<file path="src/rtl/hazard_stall_unit_if.sv">
// Hazard stall unit pipeline-side bundle: hazard inputs from ID/EX/MEM plus hold/bubble/flush controls back out.
interface hazard_stall_unit_if #(
  parameter int unsigned CNT_W = 16
);
  logic [4:0]       id_rs;
  logic [4:0]       id_rt;
  logic             id_uses_rt;
  logic             ex_memread;
  logic [4:0]       ex_rt;
  logic             mem_req;
  logic             mem_ready;
  logic             if_flush_in;
  logic             pc_write;
  logic             ifid_write;
  logic             idex_bubble;
  logic             exmem_hold;
  logic             if_flush_out;
  logic [CNT_W-1:0] stall_cycles;
  logic             mem_timeout;

  // Pipeline side: drives hazard sources, consumes stall controls
  modport master (
    output id_rs, id_rt, id_uses_rt, ex_memread, ex_rt,
           mem_req, mem_ready, if_flush_in,
    input  pc_write, ifid_write, idex_bubble, exmem_hold,
           if_flush_out, stall_cycles, mem_timeout
  );

  // Stall unit side
  modport slave (
    input  id_rs, id_rt, id_uses_rt, ex_memread, ex_rt,
           mem_req, mem_ready, if_flush_in,
    output pc_write, ifid_write, idex_bubble, exmem_hold,
           if_flush_out, stall_cycles, mem_timeout
  );
endinterface

</file>
<file path="src/rtl/hazard_stall_unit.sv">
// Pipeline hold/bubble controller: load-use bubbles, memory-busy freeze, deferred IF flush,
// saturating stall-cycle counter and sticky memory-timeout flag.
module hazard_stall_unit #(
  parameter int unsigned TIMEOUT = 255,
  parameter int unsigned CNT_W   = 16
) (
  input logic              clk,
  input logic              reset_n,
  hazard_stall_unit_if.slave hz
);

  localparam int unsigned WAIT_W = (TIMEOUT < 2) ? 1 : $clog2(TIMEOUT + 1);
  localparam logic [WAIT_W-1:0] WAIT_MAX = WAIT_W'(TIMEOUT);
  localparam logic [CNT_W-1:0]  CNT_MAX  = '1;

  typedef enum logic {
    S_RUN      = 1'b0,
    S_MEM_WAIT = 1'b1
  } state_e;

  state_e            state_q, state_d;
  logic              flush_pending_q, flush_pending_d;
  logic [WAIT_W-1:0] wait_cnt_q, wait_cnt_d;
  logic [CNT_W-1:0]  stall_cycles_q, stall_cycles_d;
  logic              mem_timeout_q, mem_timeout_d;

  logic lu_c;
  logic mb_c;
  logic mem_done_c;
  logic pc_write_c;
  logic ifid_write_c;
  logic idex_bubble_c;
  logic exmem_hold_c;
  logic if_flush_out_c;

  // Hazard detection; a dropped mem_req while waiting counts as completion
  always_comb begin
    lu_c = hz.ex_memread & (hz.ex_rt != 5'd0) &
           ((hz.ex_rt == hz.id_rs) | (hz.id_uses_rt & (hz.ex_rt == hz.id_rt)));
    mb_c       = hz.mem_req & ~hz.mem_ready;
    mem_done_c = hz.mem_ready | ~hz.mem_req;
  end

  // Next-state and Mealy control outputs
  always_comb begin
    state_d         = state_q;
    flush_pending_d = flush_pending_q;
    wait_cnt_d      = wait_cnt_q;
    pc_write_c      = 1'b1;
    ifid_write_c    = 1'b1;
    idex_bubble_c   = 1'b0;
    exmem_hold_c    = 1'b0;
    if_flush_out_c  = 1'b0;

    unique case (state_q)
      S_RUN: begin
        if (mb_c) begin
          pc_write_c      = 1'b0;
          ifid_write_c    = 1'b0;
          exmem_hold_c    = 1'b1;
          flush_pending_d = hz.if_flush_in;
          wait_cnt_d      = WAIT_W'(1);
          state_d         = S_MEM_WAIT;
        end else if (lu_c) begin
          // Branch in ID re-resolves after the bubble, so its flush is dropped
          pc_write_c      = 1'b0;
          ifid_write_c    = 1'b0;
          idex_bubble_c   = 1'b1;
          flush_pending_d = 1'b0;
          wait_cnt_d      = '0;
        end else begin
          if_flush_out_c  = hz.if_flush_in;
          flush_pending_d = 1'b0;
          wait_cnt_d      = '0;
        end
      end

      S_MEM_WAIT: begin
        pc_write_c   = 1'b0;
        ifid_write_c = 1'b0;
        exmem_hold_c = 1'b1;
        if (mem_done_c) begin
          exmem_hold_c    = 1'b0;
          if_flush_out_c  = flush_pending_q | hz.if_flush_in;
          flush_pending_d = 1'b0;
          wait_cnt_d      = '0;
          state_d         = S_RUN;
          if (lu_c) begin
            idex_bubble_c = 1'b1;
          end else begin
            pc_write_c   = 1'b1;
            ifid_write_c = 1'b1;
          end
        end else begin
          flush_pending_d = flush_pending_q | hz.if_flush_in;
          wait_cnt_d      = (wait_cnt_q == WAIT_MAX) ? WAIT_MAX : wait_cnt_q + WAIT_W'(1);
        end
      end

      default: begin
        state_d = S_RUN;
      end
    endcase

    if (!reset_n) begin
      pc_write_c     = 1'b0;
      ifid_write_c   = 1'b0;
      idex_bubble_c  = 1'b1;
      exmem_hold_c   = 1'b0;
      if_flush_out_c = 1'b0;
    end

    mem_timeout_d  = mem_timeout_q | ((state_d == S_MEM_WAIT) && (wait_cnt_d == WAIT_MAX));
    stall_cycles_d = (!pc_write_c && (stall_cycles_q != CNT_MAX)) ?
                     stall_cycles_q + CNT_W'(1) : stall_cycles_q;
  end

  always_ff @(posedge clk or negedge reset_n) begin
    if (!reset_n) begin
      state_q         <= S_RUN;
      flush_pending_q <= 1'b0;
      wait_cnt_q      <= '0;
      stall_cycles_q  <= '0;
      mem_timeout_q   <= 1'b0;
    end else begin
      state_q         <= state_d;
      flush_pending_q <= flush_pending_d;
      wait_cnt_q      <= wait_cnt_d;
      stall_cycles_q  <= stall_cycles_d;
      mem_timeout_q   <= mem_timeout_d;
    end
  end

  assign hz.pc_write     = pc_write_c;
  assign hz.ifid_write   = ifid_write_c;
  assign hz.idex_bubble  = idex_bubble_c;
  assign hz.exmem_hold   = exmem_hold_c;
  assign hz.if_flush_out = if_flush_out_c;
  assign hz.stall_cycles = stall_cycles_q;
  assign hz.mem_timeout  = mem_timeout_q;

endmodule

</file>
<file path="src/flat_wrapper.sv">
// flat-port wrapper written by rule: the top's interface ports become plain ports
module hazard_stall_unit_flat 
#(
  parameter int unsigned TIMEOUT = 255,
  parameter int unsigned CNT_W   = 16
)
  (clk, reset_n, hz_id_rs, hz_id_rt, hz_id_uses_rt, hz_ex_memread, hz_ex_rt, hz_mem_req, hz_mem_ready, hz_if_flush_in, hz_pc_write, hz_ifid_write, hz_idex_bubble, hz_exmem_hold, hz_if_flush_out, hz_stall_cycles, hz_mem_timeout);
  hazard_stall_unit_if #(.CNT_W(CNT_W)) hz_i ();
  input logic clk;
  input logic reset_n;
  input wire logic [$bits(hz_i.id_rs)-1:0] hz_id_rs;
  input wire logic [$bits(hz_i.id_rt)-1:0] hz_id_rt;
  input wire logic [$bits(hz_i.id_uses_rt)-1:0] hz_id_uses_rt;
  input wire logic [$bits(hz_i.ex_memread)-1:0] hz_ex_memread;
  input wire logic [$bits(hz_i.ex_rt)-1:0] hz_ex_rt;
  input wire logic [$bits(hz_i.mem_req)-1:0] hz_mem_req;
  input wire logic [$bits(hz_i.mem_ready)-1:0] hz_mem_ready;
  input wire logic [$bits(hz_i.if_flush_in)-1:0] hz_if_flush_in;
  output wire logic [$bits(hz_i.pc_write)-1:0] hz_pc_write;
  output wire logic [$bits(hz_i.ifid_write)-1:0] hz_ifid_write;
  output wire logic [$bits(hz_i.idex_bubble)-1:0] hz_idex_bubble;
  output wire logic [$bits(hz_i.exmem_hold)-1:0] hz_exmem_hold;
  output wire logic [$bits(hz_i.if_flush_out)-1:0] hz_if_flush_out;
  output wire logic [$bits(hz_i.stall_cycles)-1:0] hz_stall_cycles;
  output wire logic [$bits(hz_i.mem_timeout)-1:0] hz_mem_timeout;
  assign hz_i.id_rs = hz_id_rs;
  assign hz_i.id_rt = hz_id_rt;
  assign hz_i.id_uses_rt = hz_id_uses_rt;
  assign hz_i.ex_memread = hz_ex_memread;
  assign hz_i.ex_rt = hz_ex_rt;
  assign hz_i.mem_req = hz_mem_req;
  assign hz_i.mem_ready = hz_mem_ready;
  assign hz_i.if_flush_in = hz_if_flush_in;
  assign hz_pc_write = hz_i.pc_write;
  assign hz_ifid_write = hz_i.ifid_write;
  assign hz_idex_bubble = hz_i.idex_bubble;
  assign hz_exmem_hold = hz_i.exmem_hold;
  assign hz_if_flush_out = hz_i.if_flush_out;
  assign hz_stall_cycles = hz_i.stall_cycles;
  assign hz_mem_timeout = hz_i.mem_timeout;
  hazard_stall_unit #(.TIMEOUT(TIMEOUT), .CNT_W(CNT_W)) u_core (.clk(clk), .reset_n(reset_n), .hz(hz_i));
endmodule
</file>
<file path="config.mk">
export PLATFORM = sky130hd
export DESIGN_NAME = hazard_stall_unit_flat
export DESIGN_NICKNAME = d
export VERILOG_FILES = /design/src/rtl/hazard_stall_unit_if.sv /design/src/rtl/hazard_stall_unit.sv /design/src/flat_wrapper.sv
export SDC_FILE = /design/constraint.sdc
export NUM_CORES = 1
export LEC_CHECK = 0
export BUFFER_PORTS_ARGS = -buffer_cell sky130_fd_sc_hd__buf_4
export CORE_UTILIZATION = 51
export DETAILED_ROUTE_END_ITERATION = 6
export PLACE_DENSITY = 0.78
export RECOVER_POWER = 100
export SKIP_CTS_REPAIR_TIMING = 1
export SLEW_MARGIN = 15
export SYNTH_ARGS = -nofsm -noshare
export SYNTH_HDL_FRONTEND = slang
export SYNTH_SLANG_ARGS = --single-unit
</file>
<file path="constraint.sdc">
create_clock -name clk -period 2.1 [get_ports clk]
set_clock_uncertainty 0.15 [all_clocks]
set_input_delay 0.105 -clock clk [delete_from_list [all_inputs] [get_ports clk]]
set_output_delay 0.105 -clock clk [all_outputs]
set_load 0.02 [all_outputs]
</file>
# --- Word level (Yosys, flattened, before mapping) ---
# Cells that the tools add are included.
# W data, S select, Z words.
word_totals:
  ff_bits: 27
  input_bits: 22
op_classes:
  addsub: 2
  muxes: 26
  n_eq_ne: 5
  bitwise_logic: 11
  n_reduce_logical: 4
ops:
  columns: ["op", "count"]
  rows:
  - ["$mux W1", 18]
  - ["$add A16 B1 Y16 const B", 1]
  - ["$eq A8 B8 Y1 const B", 2]
  - ["$mux W8", 2]
  - ["$ne A16 B16 Y1 const B", 1]
  - ["$pmux W8 S2", 1]
  - ["$eq A5 B5 Y1", 2]
  - ["$pmux W1 S2", 5]
  - ["$add A8 B1 Y8 const B", 1]
  - ["$reduce_bool A5 Y1", 1]
  - ["$and A1 B1 Y1", 4]
  - ["$or A1 B1 Y1", 4]
  - ["$not A1 Y1", 3]
  - ["$logic_and A1 B1 Y1", 2]
  - ["$logic_not A1 Y1", 1]

# --- Depth between registers and ports, before layout ---
# Gate-level depths: netlist of the first run.
depth:
  depth_word: 10
  mapped_depth: 8
  depth_no_buf: 7

# --- Worst setup path after synthesis of the first run ---
# Ideal clock, no wire load.
synth_path:
  path_type: "reg-to-reg"
  start: "reg u_core.stall_cycles_q[9] (netlist: u_core.hz.stall_cycles[9])"
  end: "reg u_core.stall_cycles_q[1] (netlist: u_core.hz.stall_cycles[1])"
  setup_ns: 0.128
  required_ns: 1.822
  arrival_ns: 1.803
  n_path_buf: 0
  stages_incl_launch_ff: 7
  setup_slack_ns: 0.019
  path_cell_list: "dfrtp_1 > and4_1 > nand4_1 > or2_2 > nor2_1 > or2_4 > mux2_1"
synth_between:
  elab_chain_cells: 2
synth_lines:
  columns: ["element", "line", "source"]
  rows:
  - ["start, declared", "hazard_stall_unit.sv:24", "logic [CNT_W-1:0] stall_cycles_q, stall_cycles_d;"]
  - ["start signal, assigned", "hazard_stall_unit.sv:129", "stall_cycles_q <= stall_cycles_d;"]
  - ["$ne A16 B16 Y1", "hazard_stall_unit.sv:114", "stall_cycles_d = (!pc_write_c && (stall_cycles_q != CNT_MAX)) ?"]
  - ["$logic_and A1 B1 Y1", "hazard_stall_unit.sv:114", null]
# No other way between the ends.
# A chain may end at the register's enable or synchronous reset.

# --- Final worst setup path of the first run ---
layout_path:
  start: "in hz_mem_req"
  end: "out hz_pc_write"
layout_between:
  elab_chain_cells: 5
  elab_cells_between_ends: 7
layout_lines:
  columns: ["element", "line", "source"]
  rows:
  - ["start, declared", "flat_wrapper.sv:16", "input wire logic [$bits(hz_i.mem_req)-1:0] hz_mem_req;"]
  - ["$not A1 Y1", "hazard_stall_unit.sv:41", "mem_done_c = hz.mem_ready | ~hz.mem_req;"]
  - ["$or A1 B1 Y1", "hazard_stall_unit.sv:41", null]
  - ["$mux W1", "hazard_stall_unit.sv:82", "if (mem_done_c) begin"]
  - ["$pmux W1 S2 *", "hazard_stall_unit.sv:55", "unique case (state_q)"]
  - ["$mux W1 *", "hazard_stall_unit.sv:105", "if (!reset_n) begin"]
  - ["end, declared", "flat_wrapper.sv:19", "output wire logic [$bits(hz_i.pc_write)-1:0] hz_pc_write;"]
# Every way passes the cells marked *; elsewhere a longest branch is shown, timed or not.

==> results.cfg, run 1 <==
[setup_path]
r2r_slack_ps = 130
path_class = in2out
reg2reg_depth = 6
r2r_start = u_core.hz.stall_cycles[12]
end_kind = output port
startpoint_type = input pin
cp.arrival_ps = 1750
cp.required_ps = 1850
r2r-end = u_core.hz.stall_cycles[1]
worstPathMaxFanout = 13

[route]
drt_iter0_drc = 59
drt_drc_violations_left = 0
num_vias = 1410
post_drt_wl_per_cell_microns = 14.4
firstDrtPassIters = 4
antenna_left = 0
drt-total-wl_mm = 3.60
vias_per_cell = 5.66

[yosys]
avgSynthCellArea_sq_um = 9.72
synthXorXnorAreaFrac = 0.139
ys_seq_area_frac = 0.429
yosysMostFrequentCell = dfrtp_1
synth_nets = 186
synth_edf_count = 0
yosysUniqueCellTypes = 41
synth_top_area_cell = dfrtp_1
synth_compound_area_frac = 0.126
synth_top_area_share = 0.429
synth_common_cells = 27 x dfrtp_1, 16 x nand2_1, 13 x xor2_1, 12 x xnor2_1, 10 x a21oi_1
netlist_top_cells_area = dfrtp_1 43%, xor2_1 7.2%, xnor2_1 6.7%
synth_top_family_by_area = simple AND/OR/NAND/NOR gates
synth-main-ff-cell = dfrtp_1
ys_warn_count = 0
yosys.area_share.simple = 0.242
synthAdderAreaFrac = 0.0159
synth-seq-cells = 27
syn_area_sq_mm = 0.00157
synthMuxAreaShare = 0.0207
async_reset_ff_frac = 1.00
syn_inst = 162

[floorplanning]
coreArea_sq_mm = 0.00283
die_h_microns = 57.6
design.die.area_sq_mm = 0.00331
die_w_microns = 57.6
start_util = 0.556
std_cell_rows = 19
pin_count = 44

[power_and_ir_drop]
peakVddDrop_mv = 0.586
p_leak_nw = 0.812
power_density_mw_per_mm2 = 784

[cells_and_area]
nets = 243
final_layout_size_suffix_gt1_frac = 0.193
area_growth_pct = 23.5
instances_no_fill = 249
n_antenna_cell = 0
seq_area_sq_um = 677
filler_cell_count = 233
multi_input_area_sq_um = 838

[cts]
cts.path.max_buffers = 2
cts_tree = yes
clk_latency_ps = 320
cts_max_level = 1
cts_root_buf = clkbuf_4
cts_buffers = 3
path_clk_slew_ps = 140
clock_sink_count = 27

[grt]
antenna_found_initial = 0
grt_pass1_wl_mm = 5.87
grt_pass1_vias = 1337
track_usage = 0.228
grt.overflow.total = 0
grt_max_degree = 30

[flow_run]
cap_violations = 0

[sta]
clock.fmax_mhz = 498
min_period_ps = 2010
rsz0062_at_grt = no
finalMaxSlewViolations = 0
hold_ws_ps = -9.23
fin_tns_setup_ps = 0
worstMarginPinSlew_ps = 456
period_share = 0.956
maxSlewHeadroom = 0.695
hold_viol_final = 1
setup_viol = 0

[min_path]
hold_depth = 3
holdCritStartpoint = hz_mem_ready
min_to = u_core.state_q
holdCritPathClass = in2reg

[place]
numPortBuffers = 43
dpl.hpwl_mm = 2.71
dp_cells = 240
place_congestion = 0.890

[outcome]
violations = hold timing
status = finished with violations
sequential cells by signal, summed over array words and instances (netlist names):
| register | cells |
|---|---|
| u_core.flush_pending_q | 1 |
| u_core.hz.mem_timeout | 1 |
| u_core.hz.stall_cycles | 16 |
| u_core.state_q | 1 |
| u_core.wait_cnt_q | 8 |
worst max-delay path by stage:
stage | start | to | slack (ps) | cells past startpoint
floorplan | u_core.hz.stall_cycles[9] | u_core.hz.stall_cycles[1] | 20 | 6
global placement | hz_ex_rt[0] | u_core.hz.stall_cycles[1] | 180 | 6
detailed placement | u_core.hz.stall_cycles[0] | u_core.hz.stall_cycles[1] | 120 | 6
CTS | u_core.hz.stall_cycles[0] | u_core.hz.stall_cycles[1] | 90 | 6
global route | u_core.hz.stall_cycles[12] | u_core.hz.stall_cycles[1] | 10 | 6
finish | hz_mem_req | hz_pc_write | 90 | 7
logic make-up (layout without fill, tap and decap cells):
| kind of cell | Yosys count | count (layout) |
|---|---|---|
| DFF | 27 | 27 |
| xor gates and xnor gates | 25 | 25 |
| and+or+nand+nor | 68 | 68 |
| muxes | 3 | 3 |
| AOI/OAI and AO/OA | 29 | 29 |
| buffers and inverters | 8 | 64 |
| adders and majority gates | 2 | 2 |
final cells by class:
cell class | count | area share
clock buffer | 3 | 0.0116
clock inverter | 1 | 0.00257
inverter | 4 | 0.00772
multi-input combinational | 127 | 0.431
sequential | 27 | 0.348
tap | 31 | 0.0199
timing repair buffer | 56 | 0.179
cells in the final DEF (no fill, tap or decap), drive strengths merged, types with 2 or more instances in the layout:
master and n:
a21oi 11, a31o 3, and2 2, and3 2
buf 26, clkbuf 28, dfrtp 27, dlygate4sd3 5
ha 2, inv 4, mux2 2, nand2 16
nand2b 4, nand3 10, nand4 6, nor2 8
nor3 4, nor4 6, nor4b 3, o211ai 2
o21ai 6, or2 2, xnor2 12, xor2 13
report_power, final:
part | switching [mW] | leakage [nW] | internal, mW
clock | 0.158 | 0.0177 | 0.0714
sequential | 0.119 | 0.337 | 0.621
combinational | 0.333 | 0.458 | 0.221
through the flow:
| stage | total power, mW | worst slack [ps] | util | area [sq um] |
|---|---|---|---|---|
| 2_1_floorplan | 1.09 | 19.0 | - | 1570 |
| 3_3_place_gp | 1.35 | 182 | 0.696 | 1970 |
| 3_5_place_dp | 1.39 | 117 | 0.696 | 1970 |
| 4_1_cts | 1.61 | 88.0 | 0.706 | 2000 |
| 5_1_grt | 1.61 | 12.0 | 0.687 | 1940 |
| 6_report | 1.52 | 93.4 | 0.687 | 1940 |
worst max-delay path, stage by stage:
cell	delay (ps)
dlygate4sd3_1	540
clkbuf_4	130
nand2b_1	120
nand2_1	120
a21oi_2	230
clkbuf_2	300
buf_4	190
layer usage:
layer  global-route usage  vias to the layer above  routed length [microns]
li1                     -                      698                        -
met1                0.266                      679                     1480
met2                0.439                       29                     1990
met3               0.0204                        4                       94
met4               0.0627                        0                       33
met5                    0                        -                        0
No activity file was read; power rests on OpenSTA's default activity.
==> inputs of run 2 (changes only) <==
Settings changed: MAX_ROUTING_LAYER set to met4.
==> results.cfg, run 2 (synthesis gave the netlist of run 1 again) <==
[outcome]
status = finished with violations
violations = hold timing

[route]
num_vias = 1405
drt_iter0_drc = 62
drt_drc_violations_left = 0
firstDrtPassIters = 4
drt-total-wl_mm = 3.58
post_drt_wl_per_cell_microns = 14.4
vias_per_cell = 5.64
antenna_left = 0

[sta]
hold_viol_final = 1
setup_viol = 0
worstMarginPinSlew_ps = 459
min_period_ps = 2000
period_share = 0.954
hold_ws_ps = -10.6
rsz0062_at_grt = no
clock.fmax_mhz = 499
fin_tns_setup_ps = 0
maxSlewHeadroom = 0.694
finalMaxSlewViolations = 0

[cts]
clk_latency_ps = 320
cts_root_buf = clkbuf_4
clock_sink_count = 27
path_clk_slew_ps = 140
cts.path.max_buffers = 2
cts_max_level = 1
cts_buffers = 3
cts_tree = yes

[flow_run]
cap_violations = 0

[cells_and_area]
instances_no_fill = 249
final_layout_size_suffix_gt1_frac = 0.193
n_antenna_cell = 0
final_cell_mix = 26 x buf_4, 26 x dfrtp_1, 22 x clkbuf_1, 16 x nand2_1, 13 x xor2_1
largest_reg_flops = 16
area_growth_pct = 23.5
fin_util = 0.687
nets = 243

[grt]
grt_max_degree = 30
track_usage = 0.235
grt_pass1_wl_mm = 5.87
grt_pass1_vias = 1337
antenna_found_initial = 0
grt.overflow.total = 0

[floorplanning]
start_util = 0.556
design.die.area_sq_mm = 0.00331
die_h_microns = 57.6
coreArea_sq_mm = 0.00283
std_cell_rows = 19
die_w_microns = 57.6
pin_count = 44

[place]
dp_cells = 240
place_congestion = 0.905
dpl.hpwl_mm = 2.71
numPortBuffers = 43

[setup_path]
path_cells = dlygate4sd3_1, clkbuf_4, nand2b_1, nand2_1, a21oi_2, clkbuf_2, buf_4
end_kind = output port
cp.required_ps = 1850
r2r-end = u_core.hz.stall_cycles[1]
worstPathMaxFanout = 13
r2r_start = u_core.hz.stall_cycles[1]
r2r_slack_ps = 130
cp.arrival_ps = 1750
path_class = in2out
startpoint_type = input pin
cp_slowest_cell = dlygate4sd3_1
critical_path.max_stage_delay_ps = 540
reg2reg_depth = 6

[power_and_ir_drop]
peakVddDrop_mv = 0.586
power_mw = 1.52
p_leak_nw = 0.812
power_density_mw_per_mm2 = 783

[min_path]
hold_depth = 3
holdCritPathClass = in2reg
holdCritStartpoint = hz_mem_ready
min_to = u_core.state_q
[run 2: cell counts in the layout (fill, tap and decap cells not counted)]
No cell type changed its count.
[run 2: through the flow]
stage / worst slack [ps] / cell area (sq um)
2_1_floorplan: 19.0 / 1570
3_3_place_gp: 182 / 1970
3_5_place_dp: 117 / 1970
4_1_cts: 88.0 / 2000
5_1_grt: 12.0 / 1940
6_report: 97.1 / 1940
[run 2: critical path, delay by kind of cell]
kind,cells,cell delay (ps)
buffers and inverters,4,1160
and+or+nand+nor,2,240
AOI/OAI and AO/OA,1,230
[run 2: cell type report]
| class | instances | area, sq um |
|---|---|---|
| Timing Repair Buffer | 56 | 348 |
| Multi-Input combinational cell | 127 | 838 |
| Inverter | 4 | 15.0 |
| Sequential cell | 27 | 677 |
| Clock buffer | 3 | 22.5 |
| Clock inverter | 1 | 5.00 |
| Fill cell | 233 | 885 |
| Tap cell | 31 | 38.8 |
[run 2: metal layers]
layer	GRT usage	share of wire
met3	0.0204	0.031
met2	0.439	0.55
met4	0.0627	0.0067
met1	0.266	0.41
met5	-	0
[run 2: how the worst max path moves through the flow]
stage / from / end / slack, ps
after detailed placement: u_core.hz.stall_cycles[0] / u_core.hz.stall_cycles[1] / 120
after global routing: u_core.hz.stall_cycles[12] / u_core.hz.stall_cycles[1] / 10
after CTS: u_core.hz.stall_cycles[0] / u_core.hz.stall_cycles[1] / 90
final: hz_mem_req / hz_pc_write / 100
after global placement: hz_ex_rt[0] / u_core.hz.stall_cycles[1] / 180
after floorplan: u_core.hz.stall_cycles[9] / u_core.hz.stall_cycles[1] / 20
[run 2: report_power, final]
group	internal, mW	switching (mW)	leakage, nW
registers	0.621	0.119	0.337
logic	0.221	0.334	0.458
clock network	0.0714	0.157	0.0177
total	0.913	0.610	0.812
